**config.mk**
```make
export PLATFORM = sky130hd
export DESIGN_NAME = lock_code_writer
export DESIGN_NICKNAME = d
export VERILOG_FILES = /design/src/rtl/lock_pkg.sv /design/src/rtl/btn_debounce.sv /design/src/rtl/lock_code_writer.sv
export SDC_FILE = /design/constraint.sdc
export NUM_CORES = 1
export LEC_CHECK = 0
export ABC_AREA = 1
export BUFFER_PORTS_ARGS = -buffer_cell sky130_fd_sc_hd__buf_2
export CORE_MARGIN = 10
export CORE_UTILIZATION = 61
export CTS_CLUSTER_DIAMETER = 200
export DETAILED_ROUTE_END_ITERATION = 10
export PLACE_DENSITY = 0.79
export SKIP_LAST_GASP = 1
export SYNTH_ARGS = -nofsm -noshare
export SYNTH_HDL_FRONTEND = slang
export SYNTH_HIERARCHICAL = 1
export SYNTH_SLANG_ARGS = --single-unit
export TNS_END_PERCENT = 30
```
**constraint.sdc**
```tcl
create_clock -name clk -period 2.55 [get_ports clk]
set_clock_uncertainty 0.05 [all_clocks]
set_input_delay 0.255 -clock clk [delete_from_list [all_inputs] [get_ports clk]]
set_output_delay 0.255 -clock clk [all_outputs]
set_load 0.02 [all_outputs]
```
**src/rtl/lock_pkg.sv**
```systemverilog
// Shared types and defaults for the lock code writer.
package lock_pkg;

  typedef enum logic [2:0] {
    IDLE,
    VERIFY,
    NEW,
    CONFIRM,
    LOCKOUT
  } state_t;

  localparam logic [3:0] INIT_CODE_DEFAULT = 4'b0101;

endpackage

```
**src/rtl/btn_debounce.sv**
```systemverilog
// Two-flop synchronizer followed by a stable-sample debouncer; level is the
// accepted button level.
module btn_debounce #(
  parameter int DEBOUNCE_CYC = 20000
) (
  input  logic clk,
  input  logic rst_n,
  input  logic btn,
  output logic level
);

  localparam int CW = (DEBOUNCE_CYC > 1) ? $clog2(DEBOUNCE_CYC + 1) : 1;

  logic          sync1;
  logic          sync2;
  logic [CW-1:0] cnt;

  always_ff @(posedge clk or negedge rst_n) begin
    if (!rst_n) begin
      sync1 <= 1'b0;
      sync2 <= 1'b0;
    end else begin
      sync1 <= btn;
      sync2 <= sync1;
    end
  end

  // cnt counts consecutive samples that disagree with the accepted level
  always_ff @(posedge clk or negedge rst_n) begin
    if (!rst_n) begin
      cnt   <= '0;
      level <= 1'b0;
    end else if (sync2 == level) begin
      cnt <= '0;
    end else if (cnt == CW'(DEBOUNCE_CYC - 1)) begin
      cnt   <= '0;
      level <= sync2;
    end else begin
      cnt <= cnt + 1'b1;
    end
  end

endmodule

```
**src/rtl/lock_code_writer.sv**
```systemverilog
// Change-code session controller: verifies the old code, takes a new code
// twice and commits it, with lockout after repeated wrong old-code entries.
module lock_code_writer
  import lock_pkg::*;
#(
  parameter int         DEBOUNCE_CYC = 20000,
  parameter int         LOCK_CYC     = 50000000,
  parameter int         MAX_TRIES    = 3,
  parameter logic [3:0] INIT_CODE    = INIT_CODE_DEFAULT
) (
  input  logic       clk,
  input  logic       rst_n,
  input  logic [3:0] sw,
  input  logic       btn,
  input  logic       mode,
  output logic [3:0] code,
  output logic       code_upd,
  output logic       led_busy,
  output logic       led_err
);

  localparam int TW  = (MAX_TRIES > 0) ? $clog2(MAX_TRIES + 1) : 1;
  localparam int LCW = (LOCK_CYC > 1) ? $clog2(LOCK_CYC) : 1;

  logic           rst_meta;
  logic           rst_sync;
  logic           level;
  logic           level_d;
  logic           press;

  state_t         state, state_nxt;
  logic [TW-1:0]  tries, tries_nxt, tries_inc;
  logic           err, err_nxt;
  logic [3:0]     pending, pending_nxt;
  logic [3:0]     code_nxt;
  logic           upd_nxt;
  logic [LCW-1:0] lock_cnt, lock_cnt_nxt;

  // Assert asynchronously, release on a clock edge
  always_ff @(posedge clk or negedge rst_n) begin
    if (!rst_n) begin
      rst_meta <= 1'b0;
      rst_sync <= 1'b0;
    end else begin
      rst_meta <= 1'b1;
      rst_sync <= rst_meta;
    end
  end

  btn_debounce #(
    .DEBOUNCE_CYC(DEBOUNCE_CYC)
  ) u_debounce (
    .clk  (clk),
    .rst_n(rst_sync),
    .btn  (btn),
    .level(level)
  );

  // Registered rising-edge detect gives the one-cycle press event
  always_ff @(posedge clk or negedge rst_sync) begin
    if (!rst_sync) begin
      level_d <= 1'b0;
      press   <= 1'b0;
    end else begin
      level_d <= level;
      press   <= level & ~level_d;
    end
  end

  always_ff @(posedge clk or negedge rst_sync) begin
    if (!rst_sync) begin
      state    <= IDLE;
      tries    <= '0;
      err      <= 1'b0;
      pending  <= '0;
      code     <= INIT_CODE;
      code_upd <= 1'b0;
      lock_cnt <= '0;
    end else begin
      state    <= state_nxt;
      tries    <= tries_nxt;
      err      <= err_nxt;
      pending  <= pending_nxt;
      code     <= code_nxt;
      code_upd <= upd_nxt;
      lock_cnt <= lock_cnt_nxt;
    end
  end

  assign tries_inc = (tries < TW'(MAX_TRIES)) ? tries + 1'b1 : tries;

  // A falling mode wins over a simultaneous press in every session state
  always_comb begin
    state_nxt    = state;
    tries_nxt    = tries;
    err_nxt      = err;
    pending_nxt  = pending;
    code_nxt     = code;
    upd_nxt      = 1'b0;
    lock_cnt_nxt = '0;
    case (state)
      IDLE: begin
        if (mode) state_nxt = VERIFY;
      end
      VERIFY, NEW, CONFIRM: begin
        if (!mode) begin
          state_nxt   = IDLE;
          pending_nxt = '0;
        end else if (press) begin
          if (state == VERIFY) begin
            if (sw == code) begin
              tries_nxt = '0;
              err_nxt   = 1'b0;
              state_nxt = NEW;
            end else begin
              tries_nxt = tries_inc;
              err_nxt   = 1'b1;
              if (tries_inc >= TW'(MAX_TRIES)) state_nxt = LOCKOUT;
            end
          end else if (state == NEW) begin
            pending_nxt = sw;
            err_nxt     = 1'b0;
            state_nxt   = CONFIRM;
          end else if (sw == pending) begin
            code_nxt  = pending;
            upd_nxt   = 1'b1;
            err_nxt   = 1'b0;
            state_nxt = IDLE;
          end else begin
            err_nxt   = 1'b1;
            state_nxt = NEW;
          end
        end
      end
      LOCKOUT: begin
        if (lock_cnt == LCW'(LOCK_CYC - 1)) begin
          tries_nxt = '0;
          err_nxt   = 1'b0;
          state_nxt = IDLE;
        end else begin
          lock_cnt_nxt = lock_cnt + 1'b1;
        end
      end
      default: state_nxt = IDLE;
    endcase
  end

  assign led_busy = (state == IDLE);
  assign led_err  = ~(err | (state == LOCKOUT));

endmodule
```
==> results_dict.tcl, run 1 <==
set metrics [dict create \
    outcome "complete, no violations" \
    die_h_um 95.7 \
    synthCells 462 \
    ioPinCount 15 \
    antenna_found_initial 0 \
    syn-num-nets 473 \
    grt_pass1_wl_um 13100 \
    synth_fa_ha_area_frac 0.0107 \
    syn-mean-instance-area_um2 7.57 \
    die_w_um 95.7 \
    final_nets 501 \
    grt_overflow_total 0 \
    clk_latency_ns 0.35 \
    synthArstFlopShare 1.00 \
    first_pass_iters 5 \
    clockBufferDepth 2 \
    synthMuxAreaShare 0 \
    maxCapViolations 0 \
    crit_buf_inv 2 \
    synth_xor_area_frac 0.0297 \
    cp_slowest_cell "dfrtp_1" \
    drive_gt1_frac 0.170 \
    synth_cell_types 33 \
    wirelength_um 7440 \
    cp_max_fo 6 \
    vias 3062 \
    dpl.hpwl_um 5320 \
    routedWlPerCell_um 13.1 \
    place_congestion 0.913 \
    port_buffers 14 \
    min_path_type "in -> reg" \
    synth_top_family_by_area "simple AND/OR/NAND/NOR gates" \
    tritoncts "done" \
    synth-compound-area-share 0.0686 \
    ir_worst_vdd_mv 0.543 \
    cp-startpoint "state[0]" \
    grt_use_total 0.178 \
    core_area_um2 5540 \
    post-route-period-util 0.737 \
    setup_viol 0 \
    clock_sinks 63 \
    grt_max_degree 37 \
    ant_nets 0 \
    worstPathCellList "inv_1 > nand2_1 > nor2_2 > nor2_1 > buf_2" \
    diodes 0 \
    viasPerCell 5.40 \
    crit_path_end_kind "output pin" \
    worstPathArrival_ns 1.57 \
    yosys.area_share.simple 0.372 \
    timing_hold_violations_final 0 \
    cellLeakagePower_uw 0.00173 \
    pwr_density_cell_nw_per_um2 680 \
    slowest_delay_ns 0.40 \
    holdCritStartpoint "sw[1]" \
    fmax_mhz 532 \
    start_util 0.632 \
    cts-root-buf "clkbuf_8" \
    final_util 0.708 \
    final_max_slew_viol_count 0 \
    yosysWarnings 6 \
    worstPathRequired_ns 2.25 \
    start_kind "flop" \
    r2r-start "lock_cnt[0]" \
    synth_seq_area_share 0.451 \
    num_rows 27 \
    slew_headroom 0.492 \
    fin_tns_setup_ns 0 \
    numCtsBuffers 9 \
    worstMarginPinSlew_ns 0.762 \
    htree_num_levels 3 \
    synth.cell_area_um2 3500 \
    fin_crit_ns 1.88 \
    yosys_register_bits 63 \
    grt_setup_unrepaired "false" \
    synth_ff_type "dfrtp_1" \
    die_area_um2 9170 \
    clkTransAtPathRegs_ns 0.07 \
    drcViolationCount 0 \
    area_delta_synth_final_pct 12.0 \
    drt_iter0_markers 112 \
    cp_top_family "simple AND/OR/NAND/NOR gates" \
    grt_pass1_vias 3094 \
    critical_path_class "reg -> out" \
    synth_edf_count 0 \
]
[metal layers]
metal  wire length [um]  part of all wire  up-vias  global-route usage
met5                  0                 0        -                   0
met4                165             0.022        0              0.0921
met3                361             0.049       17              0.0366
met2               3640              0.49       92               0.305
met1               3280              0.44     1431               0.206
li1                   -                 -     1522                   -
[stage by stage]
stage	setup WS, ns	cell area (um^2)	hold slack, ns	power, uW	cells
3_5_place_dp	0.819	3660	-0.00959	1630	549
5_1_grt	0.587	3920	0.162	2800	567
6_report	0.671	3920	0.159	2670	567
3_3_place_gp	0.890	3660	-0.00977	1610	549
2_1_floorplan	0.619	3500	-0.0906	1510	462
4_1_cts	0.684	3920	0.148	2680	567
[path summary, 6_finish.rpt]
| path | to | slack, ns | cells past startpoint |
|---|---|---|---|
| worst min register to register | lock_cnt[14] | 0.28 | 0 |
| worst min-delay path | pending[1] | 0.16 | 3 |
| min in group asynchronous | rst_meta | 0.17 | 2 |
| max in group asynchronous | u_debounce/cnt[9] | 1.47 | 1 |
| worst max register to register | lock_cnt[12] | 0.79 | 10 |
| worst max-delay path | led_err | 0.67 | 5 |
[worst min-delay path, delay by kind of cell]
family / cells / cell delay, ns
AO/OA/AOI/OAI: 1 / 0.07
buffers and inverters: 2 / 0.18
[state kept, by name (all words and copies together), names as in the netlist]
register and count:
rst_sync 1, u_debounce/level 1, pending 4, err 1, tries 2, code 4
press 1, lock_cnt 26, u_debounce/sync1 1, rst_meta 1, level_d 1, u_debounce/sync2 1
code_upd 1, state 3, u_debounce/cnt 15
[synthesized netlist by cell type, drive strengths merged, types with 2 or more instances]
cell / n / area [um^2]
xor2: 6 / 52.6
dfstp: 2 / 52.6
nand4: 12 / 75.1
o211ai: 2 / 15.0
ha: 3 / 37.5
xnor2: 5 / 51.3
a21oi: 8 / 40.0
inv: 59 / 221
dfrtp: 61 / 1530
nor2: 100 / 450
a31oi: 2 / 12.5
o21ai: 18 / 101
nor3b: 2 / 15.0
nor3: 10 / 55.1
o22ai: 6 / 37.5
nand3: 26 / 135
nand2: 133 / 564
o21bai: 3 / 26.3
[layout by cell type, fill, tap and decap left out, drive strengths merged]
cell type    netlist  final
nand2            133    133
nor2             100    100
dfrtp             61     61
inv               59     59
nand3             26     26
o21ai             18     18
buf                1     16
nand4             12     12
nor3              10     10
clkbuf             0     10
a21oi              8      8
xor2               6      6
o22ai              6      6
xnor2              5      5
ha                 3      3
bufinv             0      3
clkinv             0      3
o21bai             3      3
a31oi              2      2
nor3b              2      2
o211ai             2      2
dfstp              2      2
dlygate4sd3        0      2
a211oi             1      1
nand3b             1      1
conb               1      1
[cells by family after synthesis]
logic type | count (synthesis)
AND/OR/NAND/NOR | 284
flip-flops | 63
AO/OA/AOI/OAI | 40
adder cells (fa/ha/maj) | 3
buffers and inverters | 60
XOR/XNOR | 11
other | 1
[cell type report]
| cell class | instances | area [um^2] |
|---|---|---|
| multi-input combinational | 339 | 1690 |
| fill | 456 | 1620 |
| sequential | 63 | 1580 |
| inverter | 59 | 221 |
| clock buffer | 10 | 128 |
| clock inverter | 6 | 109 |
| timing repair buffer | 18 | 105 |
| tap | 72 | 90.1 |
[power by group]
group | internal, uW | switching (uW) | leakage, uW
Clock | 648 | 403 | 0.000120
Sequential | 1050 | 54.8 | 0.000854
Combinational | 158 | 354 | 0.000759
Total | 1860 | 811 | 0.00173
[what timing repair did]
item,4_1_cts,5_1_grt
setup buffers,0,0
endpoints found under the hold margin,3,0
hold buffers,2,0
resized for setup,0,0
Note: power is estimated with default switching activity, not from simulation.
==> run 2: changes to the inputs <==
==> constraint.sdc (replaced) <==
create_clock -name clk -period 1.8 [get_ports clk]
set_clock_uncertainty 0.05 [all_clocks]
set_input_delay 0.18 -clock clk [delete_from_list [all_inputs] [get_ports clk]]
set_output_delay 0.18 -clock clk [all_outputs]
set_load 0.02 [all_outputs]
==> run 2 against run 1 <==
Sequential cell count unchanged. Register-to-register slack got worse by 0.63 ns. Power increased by 39%. Global-route usage about the same. Sequential share of layout area decreased by 0.48 points. Worst setup slack got worse by 0.60 ns. First-iteration DRC count increased by 40%. Utilization increased by 0.86 points. Clock power increased by 28%. Wire length increased by 0.47%. Critical path depth unchanged. Die area unchanged. Largest cell class unchanged.
==> results_dict.tcl, run 2 (same netlist as run 1, synthesis figures left out) <==
set metrics [dict create \
    outcome "complete, no violations" \
    drt_iter0_markers 157 \
    p_sw_frac 0.316 \
    min_path_type "in -> async" \
    wirelength_um 7480 \
    clk_latency_ns 0.34 \
    start_util 0.632 \
    grt_use_total 0.178 \
    grt_max_degree 31 \
    ant_nets 0 \
    instances_no_fill 573 \
    first_pass_iters 4 \
    dpl.cell_count 551 \
    cp-startpoint "state[0]" \
    crit_path_end_kind "output pin" \
    grt_pass1_vias 2955 \
    fin_crit_ns 1.73 \
    die_h_um 95.7 \
    maxCapViolations 0 \
    drive_gt1_frac 0.180 \
    place_congestion 0.934 \
    largest_reg_flops 26 \
    tritoncts "done" \
    fmax_mhz 579 \
    critical_path_class "reg -> out" \
    post-route-period-util 0.960 \
    num_rows 27 \
    pwr-share-comb 0.217 \
    grt_overflow_total 0 \
    grt_setup_unrepaired "true" \
    viasPerCell 5.31 \
    r2r-start "code[2]" \
    antenna_found_initial 0 \
    intPower_uw 2530 \
    cp_max_fo 6 \
    p_sw_uw 1170 \
    numCtsBuffers 9 \
    worstPathArrival_ns 1.50 \
    ir_worst_vdd_mv 0.711 \
    final_util 0.716 \
    area_delta_synth_final_pct 13.4 \
    timing_hold_violations_final 0 \
    cts-root-buf "clkbuf_8" \
    final_common_cell "nand2_1" \
    drcViolationCount 0 \
    mostFrequentLayoutCells "nand2_1 (115), nor2_1 (84), dfrtp_1 (60), inv_1 (50), nand3_1 (25)" \
    htree_num_levels 3 \
    grt_pass1_wl_um 13000 \
    clkPwrFrac 0.362 \
    diodes 0 \
    worstPathRequired_ns 1.57 \
    die_area_um2 9170 \
    port_buffers 14 \
    holdWs_ns 0.0924 \
    dpl.hpwl_um 5450 \
    top_regs "lock_cnt x26, u_debounce/cnt x15" \
    die_w_um 95.7 \
    start_kind "flop" \
    vias 3044 \
    routedWlPerCell_um 13.0 \
    seqPwrFrac 0.421 \
    clkTransAtPathRegs_ns 0.07 \
    top_register "lock_cnt" \
    final_nets 507 \
    ioPinCount 15 \
    clock_sinks 63 \
    pwr_density_cell_nw_per_um2 933 \
    cellLeakagePower_uw 0.00175 \
    clockBufferDepth 2 \
    core_area_um2 5540 \
    final_max_slew_viol_count 0 \
    fin_tns_setup_ns 0 \
    setup_viol 0 \
]
[run 2: cell count changes in the layout (fill, tap and decap cells not counted), sizes merged]
| cell | previous run | this run |
|---|---|---|
| buf | 16 | 22 |
| clkinvlp | 0 | 2 |
| bufinv | 3 | 2 |
| clkinv | 3 | 2 |
[run 2: metrics by stage]
stage | cell area [um^2] | setup WS [ns] | power, uW
finish | 3970 | 0.0723 | 3700
global route | 3970 | -0.0203 | 3910
CTS | 3930 | 0.00727 | 3670
detailed placement | 3690 | 0.112 | 2330
global placement | 3690 | 0.179 | 2300
floorplan | 3500 | 0.258 | 2140
[run 2: power groups by stage]
stage | logic (uW) | registers, uW | clock network, uW
floorplan | 565 | 1580 | 0
global placement | 714 | 1580 | 0
global route | 895 | 1570 | 1450
finish | 804 | 1560 | 1340
detailed placement | 747 | 1580 | 0
CTS | 748 | 1560 | 1360
[run 2: layout make-up]
| type | count | area, um^2 |
|---|---|---|
| multi-input cells | 339 | 1700 |
| fillers | 461 | 1570 |
| well taps | 72 | 90.1 |
| clock inverters | 6 | 85.1 |
| clock buffers | 10 | 128 |
| inverters | 59 | 221 |
| repair buffers | 24 | 163 |
| flip-flops and latches | 63 | 1580 |
[run 2: what timing repair did]
item,4_1_cts,5_1_grt
setup endpoints to repair,0,11
setup buffers,0,4
endpoints found under the hold margin,3,0
hold buffers,2,0
gates resized for setup,0,2
[run 2: path summary, 6_finish.rpt]
path	endpoint	slack, ns	cells after the start
worst max-delay path	led_err	0.07	5
worst min-delay path	rst_meta	0.09	2
worst max register to register	state[1]	0.16	9
worst min register to register	lock_cnt[12]	0.16	0
max in group asynchronous	code[0]	0.90	1
min in group clk	pending[2]	0.10	3
[run 2: layer usage]
metal	vias to the layer above	GRT usage	wire length [um]
li1	1530	-	-
met1	1429	0.214	3310
met2	74	0.300	3750
met3	11	0.0374	306
met4	0	0.0799	106
met5	-	0	0
[run 2: worst max-delay path, cell delays in order (launching register included)]
cell     delay, ns
dfrtp_1       0.41
inv_1         0.11
nand2_1       0.14
nor2_4        0.27
nor2_1        0.06
buf_2         0.16
